[src/rtl/tdm_demux4.sv]
// 1:4 TDM demultiplexer: steers each slot of a 4-slot frame into its own channel register.
// Latency: 1 cycle from accepted sample to dk/ch_strobe/frame_done/frame_err.
// Backpressure: none; accepts one sample per clock, bubbles (din_valid=0) are held off.
module tdm_demux4 #(
    parameter int WIDTH = 4
) (
    input  logic             clk,
    input  logic             rst_n,
    input  logic [WIDTH-1:0] din,
    input  logic             din_valid,
    input  logic             frame_sync,
    output logic [WIDTH-1:0] d0,
    output logic [WIDTH-1:0] d1,
    output logic [WIDTH-1:0] d2,
    output logic [WIDTH-1:0] d3,
    output logic [3:0]       ch_strobe,
    output logic             frame_done,
    output logic             frame_err,
    output logic [1:0]       sel,
    output logic             locked
);

    typedef enum logic {
        HUNT = 1'b0,
        RUN  = 1'b1
    } state_t;

    state_t           state_q, state_nxt;
    logic [WIDTH-1:0] d_q   [4];
    logic [WIDTH-1:0] d_nxt [4];
    logic [1:0]       sel_q, sel_nxt;
    logic [3:0]       strobe_q, strobe_nxt;
    logic             done_q, done_nxt;
    logic             err_q, err_nxt;

    always_ff @(posedge clk or negedge rst_n) begin
        if (!rst_n) begin
            state_q  <= HUNT;
            sel_q    <= 2'd0;
            strobe_q <= 4'd0;
            done_q   <= 1'b0;
            err_q    <= 1'b0;
            for (int k = 0; k < 4; k++) begin
                d_q[k] <= '0;
            end
        end else begin
            state_q  <= state_nxt;
            sel_q    <= sel_nxt;
            strobe_q <= strobe_nxt;
            done_q   <= done_nxt;
            err_q    <= err_nxt;
            for (int k = 0; k < 4; k++) begin
                d_q[k] <= d_nxt[k];
            end
        end
    end

    always_comb begin
        state_nxt  = state_q;
        sel_nxt    = sel_q;
        strobe_nxt = 4'd0;
        done_nxt   = 1'b0;
        err_nxt    = 1'b0;
        for (int k = 0; k < 4; k++) begin
            d_nxt[k] = d_q[k];
        end

        if (din_valid) begin
            unique case (state_q)
                HUNT: begin
                    // Unsynced samples before lock are treated as line noise, not errors.
                    if (frame_sync) begin
                        d_nxt[0]   = din;
                        strobe_nxt = 4'b0001;
                        sel_nxt    = 2'd1;
                        state_nxt  = RUN;
                    end
                end
                RUN: begin
                    if (frame_sync) begin
                        // A sync mid-frame restarts at slot 0; partial channels keep their new values.
                        err_nxt    = (sel_q != 2'd0);
                        d_nxt[0]   = din;
                        strobe_nxt = 4'b0001;
                        sel_nxt    = 2'd1;
                    end else if (sel_q == 2'd0) begin
                        err_nxt   = 1'b1;
                        sel_nxt   = 2'd0;
                        state_nxt = HUNT;
                    end else begin
                        d_nxt[sel_q] = din;
                        strobe_nxt   = 4'b0001 << sel_q;
                        sel_nxt      = sel_q + 2'd1;
                        done_nxt     = (sel_q == 2'd3);
                    end
                end
                default: begin
                    state_nxt = HUNT;
                end
            endcase
        end
    end

    assign d0         = d_q[0];
    assign d1         = d_q[1];
    assign d2         = d_q[2];
    assign d3         = d_q[3];
    assign ch_strobe  = strobe_q;
    assign frame_done = done_q;
    assign frame_err  = err_q;
    assign sel        = sel_q;
    assign locked     = (state_q == RUN);

endmodule
[config.mk]
export PLATFORM = sky130hd
export DESIGN_NAME = tdm_demux4
export DESIGN_NICKNAME = d
export VERILOG_FILES = /design/src/rtl/tdm_demux4.sv
export SDC_FILE = /design/constraint.sdc
export NUM_CORES = 1
export LEC_CHECK = 0
export ABC_CLOCK_PERIOD_IN_PS = 1960
export BUFFER_PORTS_ARGS = -buffer_cell sky130_fd_sc_hd__buf_2
export CORE_MARGIN = 2
export CORE_UTILIZATION = 45
export DETAILED_ROUTE_END_ITERATION = 8
export PLACE_DENSITY = 0.74
export SLEW_MARGIN = 15
export SYNTH_ARGS = -nofsm -noshare
export SYNTH_HDL_FRONTEND = slang
export SYNTH_SLANG_ARGS = --single-unit
[constraint.sdc]
create_clock -name clk -period 1.96 [get_ports clk]
set_clock_uncertainty 0.1 [all_clocks]
set_input_delay 0.098 -clock clk [delete_from_list [all_inputs] [get_ports clk]]
set_output_delay 0.098 -clock clk [all_outputs]
set_load 0.05 [all_outputs]
; ---- Word-level counts from Yosys, hierarchy flattened
; Cells that the tools add are included.
[op_classes]
bitwise = 4
n_addsub = 1
n_lt_le_gt_ge = 2
n_reduce_logical = 6
n_shift = 1
multipliers = 0
div = 0
mux = 28
eq_ne = 3
[op_table]
columns = op, count
row1 = 4-bit 2-to-1 mux, 6
row2 = 16-bit bitwise mux, 1
row3 = 16-bit 2-to-1 mux, 1
row4 = 4-bit case mux with 2 select lines, 2
row5 = 1-bit 2-to-1 mux, 12
row6 = 4-bit demux with 2-bit select, 1
row7 = 2-bit 2-to-1 mux, 3
row8 = 2-bit case mux with 2 select lines, 1
row9 = 4-bit AND reduction, 1
row10 = "1-bit by 2-bit left shift with 4-bit output, first input constant", 1
row11 = "3-bit >= comparator, second input constant", 1
row12 = "3-bit by 1-bit less-than comparator with 1-bit output, second input constant", 1
row13 = "3-bit inequality test, second input constant", 1
row14 = 1-bit NOT, 3
row15 = 2-bit NOT with 3-bit output, 1
row16 = 3-bit AND reduction, 1
row17 = "2-bit by 1-bit adder with 2-bit output, second input constant", 1
row18 = "2-bit == test, second input constant", 1
row19 = 2-bit logical NOT, 1
row20 = "2-bit inequality test, second input constant", 1
row21 = 1-bit case mux with 2 select lines, 1
row22 = 2-bit AND reduction, 1
row23 = 2-bit nonzero test, 1
row24 = 1-bit logical AND, 1
[totals]
mem_count = 0
output_inout_bits = 25
latch_bits = 0
register_bits = 25
ram_bits = 0
input_bits = 8
rom_bits = 0

; ---- Logic depth before layout (Yosys ltp)
; Gate-level depths: netlist (run 1).
[depth]
word_depth = 9
ltp_mapped = 7

; ---- Worst setup path before layout (run 1)
; OpenSTA, ideal clock, no wires.
[synth_timing]
kind = reg-to-reg
startpoint = register sel_q[0], in the netlist sel[0]
endpoint = register d_q, in the netlist d2[0]
slack_ps = -206
arrival_time_ps = 1941
stages_incl_launch_ff = 8
path_buffers = 0
period_less_slack_ps = 2166
cell_sequence = dfrtp_1 > inv_1 > ha_1 > inv_1 > ha_1 > and3_4 > nand2_4 > mux2_2
[synth_via]
elab_chain_len = 6
word_cells_on_any_way = 10
cone_classes = order compare (2) / mux (3) / bitwise (2) / reduce/logical (3)
[synth_rtl]
columns = item, line
row1 = start: declaration, 31  ; logic [1:0] sel_q, sel_nxt;
row2 = start signal: assignment, 48  ; sel_q <= sel_nxt;
row3 = 2-bit NOT with 3-bit output (not written as such), 91  ; d_nxt[sel_q] = din;
row4 = 3-bit >= comparator (not written as such) / 3-bit by 1-bit less-than comparator with 1-bit output (equally long branches), 91
row5 = 1-bit logical AND (not written as such), 91
row6 = 4-bit 2-to-1 mux (not written as such), 91
row7 = 4-bit demux with 2-bit select, 91
row8 = 16-bit bitwise mux, 91
row9 = end signal: indexed assignment, 53  ; d_q[k] <= d_nxt[k];
row10 = end: declaration, 29  ; logic [WIDTH-1:0] d_q [4];
; Parallel ways exist; a longest one is shown, timed or not.
; A chain may end at the register's enable or synchronous reset.

; ---- Worst setup path in the final report (run 1)
[layout_timing]
startpoint = register sel_q[0], in the netlist sel[0]
endpoint = register d_q, in the netlist d2[2]
; Same word-level chain as after synthesis.

==> results of run 1 <==
[cell families (layout without fill, tap and decap cells)]
family,Yosys count,in the layout,share of synthesized area (%)
flops,24,24,54.05
simple gates,20,20,12.95
mux,17,17,17.12
fa+ha+maj,7,7,7.883
compound gates,5,5,2.928
buf+inv,11,53,5.067
[sequential cells by signal, indices dropped and copies added, names as in the netlist]
name and cells:
d0 4, d1 4, d2 4, d3 4, ch_strobe 3, sel 2, frame_done 1, frame_err 1
locked 1
[worst max-delay path: stages, from the launching register on]
cell and delay [ns]:
dfrtp_2 0.45, inv_2 0.10, ha_4 0.17, inv_1 0.05
ha_1 0.21, and3_4 0.23, nand2_4 0.10, mux2_2 0.33
[layer usage]
layer  up-vias  global-route usage [%]  share of wire [%]
met5         -                       0                  0
met2        20                   25.61                 51
met1       364                   18.93                 43
li1        367                       -                  -
met4         0                   6.410               0.30
met3         2                   4.444                5.4
[cells in the final DEF, fill, tap and decap left out, drive strengths merged]
| master | synthesis | layout |
|---|---|---|
| and2 | 1 | 1 |
| inv | 8 | 8 |
| a21oi | 1 | 1 |
| or2b | 1 | 1 |
| nand2 | 8 | 8 |
| a32o | 1 | 1 |
| o22ai | 1 | 1 |
| o21ai | 1 | 1 |
| dlygate4sd3 | 0 | 7 |
| nor2b | 3 | 3 |
| mux2i | 4 | 4 |
| buf | 3 | 34 |
| mux2 | 13 | 13 |
| clkbuf | 0 | 4 |
| nor2 | 2 | 2 |
| and3 | 5 | 5 |
| a31oi | 1 | 1 |
| ha | 7 | 7 |
| dfrtp | 24 | 24 |
[cell usage after synthesis, drive strengths merged]
master	instances
dfrtp	24
mux2	13
inv	8
nand2	8
ha	7
and3	5
mux2i	4
buf	3
nor2b	3
nor2	2
a21oi	1
a31oi	1
a32o	1
and2	1
o21ai	1
o22ai	1
or2b	1
[report_power, final]
part | total [W] | internal, W | switching (W)
combinational | 0.00135 | 0.000400 | 0.000951
clock | 0.000223 | 0.0000796 | 0.000144
sequential | 0.000775 | 0.000676 | 0.0000990
[worst max-delay path by stage]
stage	endpoint	slack [ns]	depth (start not counted)
final	d2[2]$_DFFE_PN0P_	0.12	7
after global routing	d2[0]$_DFFE_PN0P_	0.03	7
after CTS	d2[0]$_DFFE_PN0P_	0.05	7
after detailed placement	d2[0]$_DFFE_PN0P_	0.07	7
after global placement	d2[2]$_DFFE_PN0P_	0.12	7
after floorplan	d1[0]$_DFFE_PN0P_	0.02	7
[area by class of cell]
cell class / count / area share, %
flip-flops and latches: 24 / 42.81
multi-input cells: 49 / 33.13
repair buffers: 41 / 17.41
well taps: 30 / 2.664
inverters: 8 / 2.131
clock buffers: 4 / 1.865
[stage by stage]
| step | setup WS (ns) | area [um^2] | cells | hold slack (ns) |
|---|---|---|---|---|
| after floorplan | 0.02044 | 1116 | 84 | -0.2976 |
| after global placement | 0.1198 | 1295 | 144 | 0.002737 |
| after detailed placement | 0.06614 | 1295 | 144 | 0.01190 |
| after CTS | 0.05036 | 1381 | 154 | 0.004814 |
| after global routing | 0.03401 | 1409 | 156 | 0.2283 |
| final | 0.1233 | 1409 | 156 | 0.1699 |
[what timing repair did]
item,CTS,global route
setup buffers,0,1
endpoints found under the setup margin,0,12
hold buffers,6,1
gates resized for setup,0,1
endpoints found under the hold margin,41,1
==> impl_metrics.csv, run 1 <==
group,metric,value,unit
route,dr.pass1.iters,4,
setup_path,required,2.07,ns
logic_synthesis,synth_area,0.001111,mm^2
layout,multiInputGateArea,466.7,um^2
grt,grt-ovfl-total,0,
timing,slew_violations,0,
layout,final_core_util,58.46,%
route,wl_per_cell,12.88,um
grt,antenna_found_initial,0,
layout,nFillCells,210,
route,drt-vias-per-instance,4.827,
clocking,clk_latency,0.31,ns
setup_path,crit_path_start_kind,"flop",
logic_synthesis,yosysWarnings,0,
placed_design,gp_congestion,0.7629,
layout,area_growth_syn_to_layout,26.80,%
setup_path,end_kind,"flop",
timing,slew_headroom,66.07,%
timing,period_share,93.71,%
setup_path,r2r-start,"sel[0]$_DFFE_PN0P_",
grt,grt_first_pass_wirelength,3222,um
placed_design,portBuffers,32,
timing,tightest_slew,0.5090,ns
floorplan,start_util,46.11,%
power_and_ir_drop,p_per_area,1668,mW/mm^2
clocking,cts_tree,"done",
route,routed-via-count,753,
power_and_ir_drop,p_leak,0.7820,nW
logic_synthesis,yosysTopAreaCellShare,54.05,%
timing,fin_setup_tns,0,ns
route,drtAntennaViolNets,0,
logic_synthesis,yosys-top-cells-area,"dfrtp_1 54%, mux2_2 12%, ha_1 7.9%",
setup_path,cp.arrival,1.95,ns
power_and_ir_drop,ir_drop,1.043,mV
layout,drive_above_1_share,47.62,%
timing,max_clock_freq,0.5444,GHz
clocking,htreeDepth,1,
floorplan,dieArea,0.002883,mm^2
logic_synthesis,synth-seq-cells,24,
route,drcViolationCount,0,
placed_design,dp_hpwl,1536,um
logic_synthesis,netlist_instances,84,
timing,rsz0062_at_grt,"false",
route,drt-total-wl,2010,um
route,drt-initial-drc-count,6,
clocking,path_clk_slew,0.12,ns
logic_synthesis,yosysSeqAreaShare,54.05,%
layout,final-seq-area,603.1,um^2
grt,first_global_vias,741,
timing,finalHoldViolCount,0,
floorplan,coreArea,0.002410,mm^2
logic_synthesis,syn_nets,99,
setup_path,rr_endpoint,"d2[2]$_DFFE_PN0P_",
floorplan,rows,18,
logic_synthesis,syn_avg_cell_area,13.23,um^2
floorplan,pin_count,33,
setup_path,startpoint,"sel[0]$_DFFE_PN0P_",
floorplan,die_w,53.69,um
power_and_ir_drop,p_total,0.002350,W
clocking,cts.sinks,24,
logic_synthesis,synth_top_area_cell,"dfrtp_1",
min_path,hold_path_class,"in -> async",
setup_path,rr_worst_depth,7,
run,drv_cap,0,
timing,min_period,1.837,ns
floorplan,fp.dieH,53.69,um
grt,grt_max_degree,25,
logic_synthesis,yosysUniqueCellTypes,22,
grt,gr-usage-all-layers,15.53,%
layout,nets,142,
layout,insertedDiodeCount,0,
setup_path,worstPathMaxFanout,5,
clocking,cts_buffers,3,
clocking,cts_buffer_depth,2,
setup_path,worst-setup-path-type,"reg -> reg",
timing,setup_viol,0,
outcome,status,"complete, no violations",
clocking,ctsRootBufferMaster,"clkbuf_4",
setup_path,r2r_slack,0.12,ns
(Power assumes the default switching activity.)
==> run 2: changes to the inputs <==
- ABC_CLOCK_PERIOD_IN_PS: 1960 -> 2400
- CORE_UTILIZATION: 45 -> 53
- PLACE_DENSITY: 0.74 -> 0.82
- clock period: 1.96 -> 2.4 ns (I/O delays scaled with it)
==> impl_metrics.csv, run 2 (synthesis results as in run 1) <==
group,metric,value,unit
power_and_ir_drop,p_comb_share,56.2,%
timing,slew_violations,0,
timing,finalHoldViolCount,0,
clocking,cts_buffers,3,
clocking,ctsRootBufferMaster,"clkbuf_4",
route,drcViolationCount,0,
timing,fin_setup_tns,0,ns
floorplan,fp.dieH,49.79,um
layout,final_common_cell,"buf_2",
run,drv_cap,0,
floorplan,rows,16,
layout,final_cell_mix,"32 x buf_2, 24 x dfrtp_1, 12 x mux2_2, 8 x inv_1, 7 x ha_1",
clocking,htreeDepth,1,
floorplan,coreArea,0.001962,mm^2
setup_path,worstPathMaxFanout,6,
timing,holdWs,0.03084,ns
route,drt-total-wl,1967,um
setup_path,required,2.50,ns
grt,grt-ovfl-total,0,
floorplan,die_w,49.79,um
timing,period_share,82.17,%
route,drt-vias-per-instance,4.973,
layout,drive_above_1_share,44.63,%
clocking,path_clk_slew,0.12,ns
timing,rsz0062_at_grt,"false",
layout,insertedDiodeCount,0,
power_and_ir_drop,p_sw_share,51.67,%
route,drtAntennaViolNets,0,
timing,max_clock_freq,0.5071,GHz
layout,nets,138,
layout,area_growth_syn_to_layout,21.62,%
timing,min_period,1.972,ns
route,dr.pass1.iters,4,
power_and_ir_drop,p_leak,0.7659,nW
floorplan,dieArea,0.002479,mm^2
setup_path,worst-setup-path-type,"reg -> reg",
setup_path,crit_path_start_kind,"flop",
grt,grt_max_degree,25,
clocking,cts.sinks,24,
placed_design,dp_hpwl,1486,um
floorplan,start_util,56.63,%
placed_design,portBuffers,32,
power_and_ir_drop,switchingPower,0.0009648,W
setup_path,end_kind,"flop",
route,routed-via-count,736,
clocking,clk_latency,0.30,ns
clocking,cts_buffer_depth,2,
route,drt-initial-drc-count,5,
setup_path,slowest_delay,0.45,ns
route,wl_per_cell,13.29,um
power_and_ir_drop,p_per_area,1382,mW/mm^2
timing,setup_viol,0,
setup_path,cp.arrival,2.08,ns
power_and_ir_drop,p_int,0.0009025,W
timing,tightest_slew,0.4998,ns
outcome,status,"complete, no violations",
power_and_ir_drop,ir_drop,0.8233,mV
layout,multiInputGateArea,454.2,um^2
grt,gr-usage-all-layers,18.70,%
floorplan,pin_count,33,
layout,nFillCells,160,
clocking,cts_tree,"done",
grt,antenna_found_initial,0,
layout,final-seq-area,600.6,um^2
placed_design,gp_congestion,0.7538,
power_and_ir_drop,p_seq_share,34.5,%
grt,first_global_vias,752,
min_path,hold_path_class,"in -> reg",
power_and_ir_drop,clkPwrFrac,9.3,%
timing,slew_headroom,66.68,%
setup_path,path_cells,"inv_1 > ha_1 > inv_1 > ha_1 > and3_4 > nand2_4 > mux2_2",
setup_path,critPathSlowestCell,"dfrtp_1",
grt,grt_first_pass_wirelength,3470,um
[run 2: cell type report]
cell class                 instances  area share, %
sequential                        24          44.44
multi-input combinational         49          33.61
timing repair buffer              37          15.56
tap                               27          2.500
inverter                           8          2.222
clock buffer                       3          1.667
[run 2: through the flow]
stage	utilization (%)	instances	instance area [um^2]	setup slack [ns]	power, W
finish	68.88	148	1351	0.4279	0.001867
global route	68.88	148	1351	0.3340	0.001967
CTS	68.88	148	1351	0.4200	0.001872
detailed placement	65.18	140	1279	0.4407	0.001700
global placement	65.18	140	1279	0.5070	0.001674
floorplan	-	84	1111	0.2341	0.001479
[run 2: critical path, delay by kind of cell, from the launching register on]
family / cells / cell delay, ns
flops: 1 / 0.45
fa+ha+maj: 2 / 0.48
buf+inv: 2 / 0.18
mux: 1 / 0.34
simple gates: 2 / 0.33
[run 2: layer usage]
layer	GRT usage (%)	share of wire (%)	wire, um
met5	0	0	0
met2	33.11	53	1043
met4	5.556	0.51	10
met1	23.54	43	845
met3	2.727	3.5	68
[run 2: worst paths after layout]
path,to,start,cells past startpoint,slack (ns)
worst max-delay path,d1[1]$_DFFE_PN0P_,sel[0]$_DFFE_PN0P_,7,0.43
min in group asynchronous,sel[1]$_DFFE_PN0P_,rst_n,2,0.19
worst max register to register,d1[1]$_DFFE_PN0P_,sel[0]$_DFFE_PN0P_,7,0.43
max in group asynchronous,frame_done$_DFF_PN0_,rst_n,2,1.67
worst min register to register,d2[3]$_DFFE_PN0P_,d2[3]$_DFFE_PN0P_,1,0.42
worst min-delay path,locked$_DFFE_PN0P_,din_valid,2,0.03
[run 2: power by group through the flow]
stage | logic, W | clock network, W | registers (W)
after floorplan | 0.000314 | 0 | 0.00117
after global placement | 0.00103 | 0 | 0.000642
after detailed placement | 0.00105 | 0 | 0.000650
after CTS | 0.00106 | 0.000173 | 0.000644
after global routing | 0.00110 | 0.000197 | 0.000666
final | 0.00105 | 0.000173 | 0.000645
[run 2: timing repair]
action                                 4_1_cts  5_1_grt
setup buffers                                0        0
resized for setup                            0        0
hold buffers                                 5        0
endpoints found under the hold margin       39        0
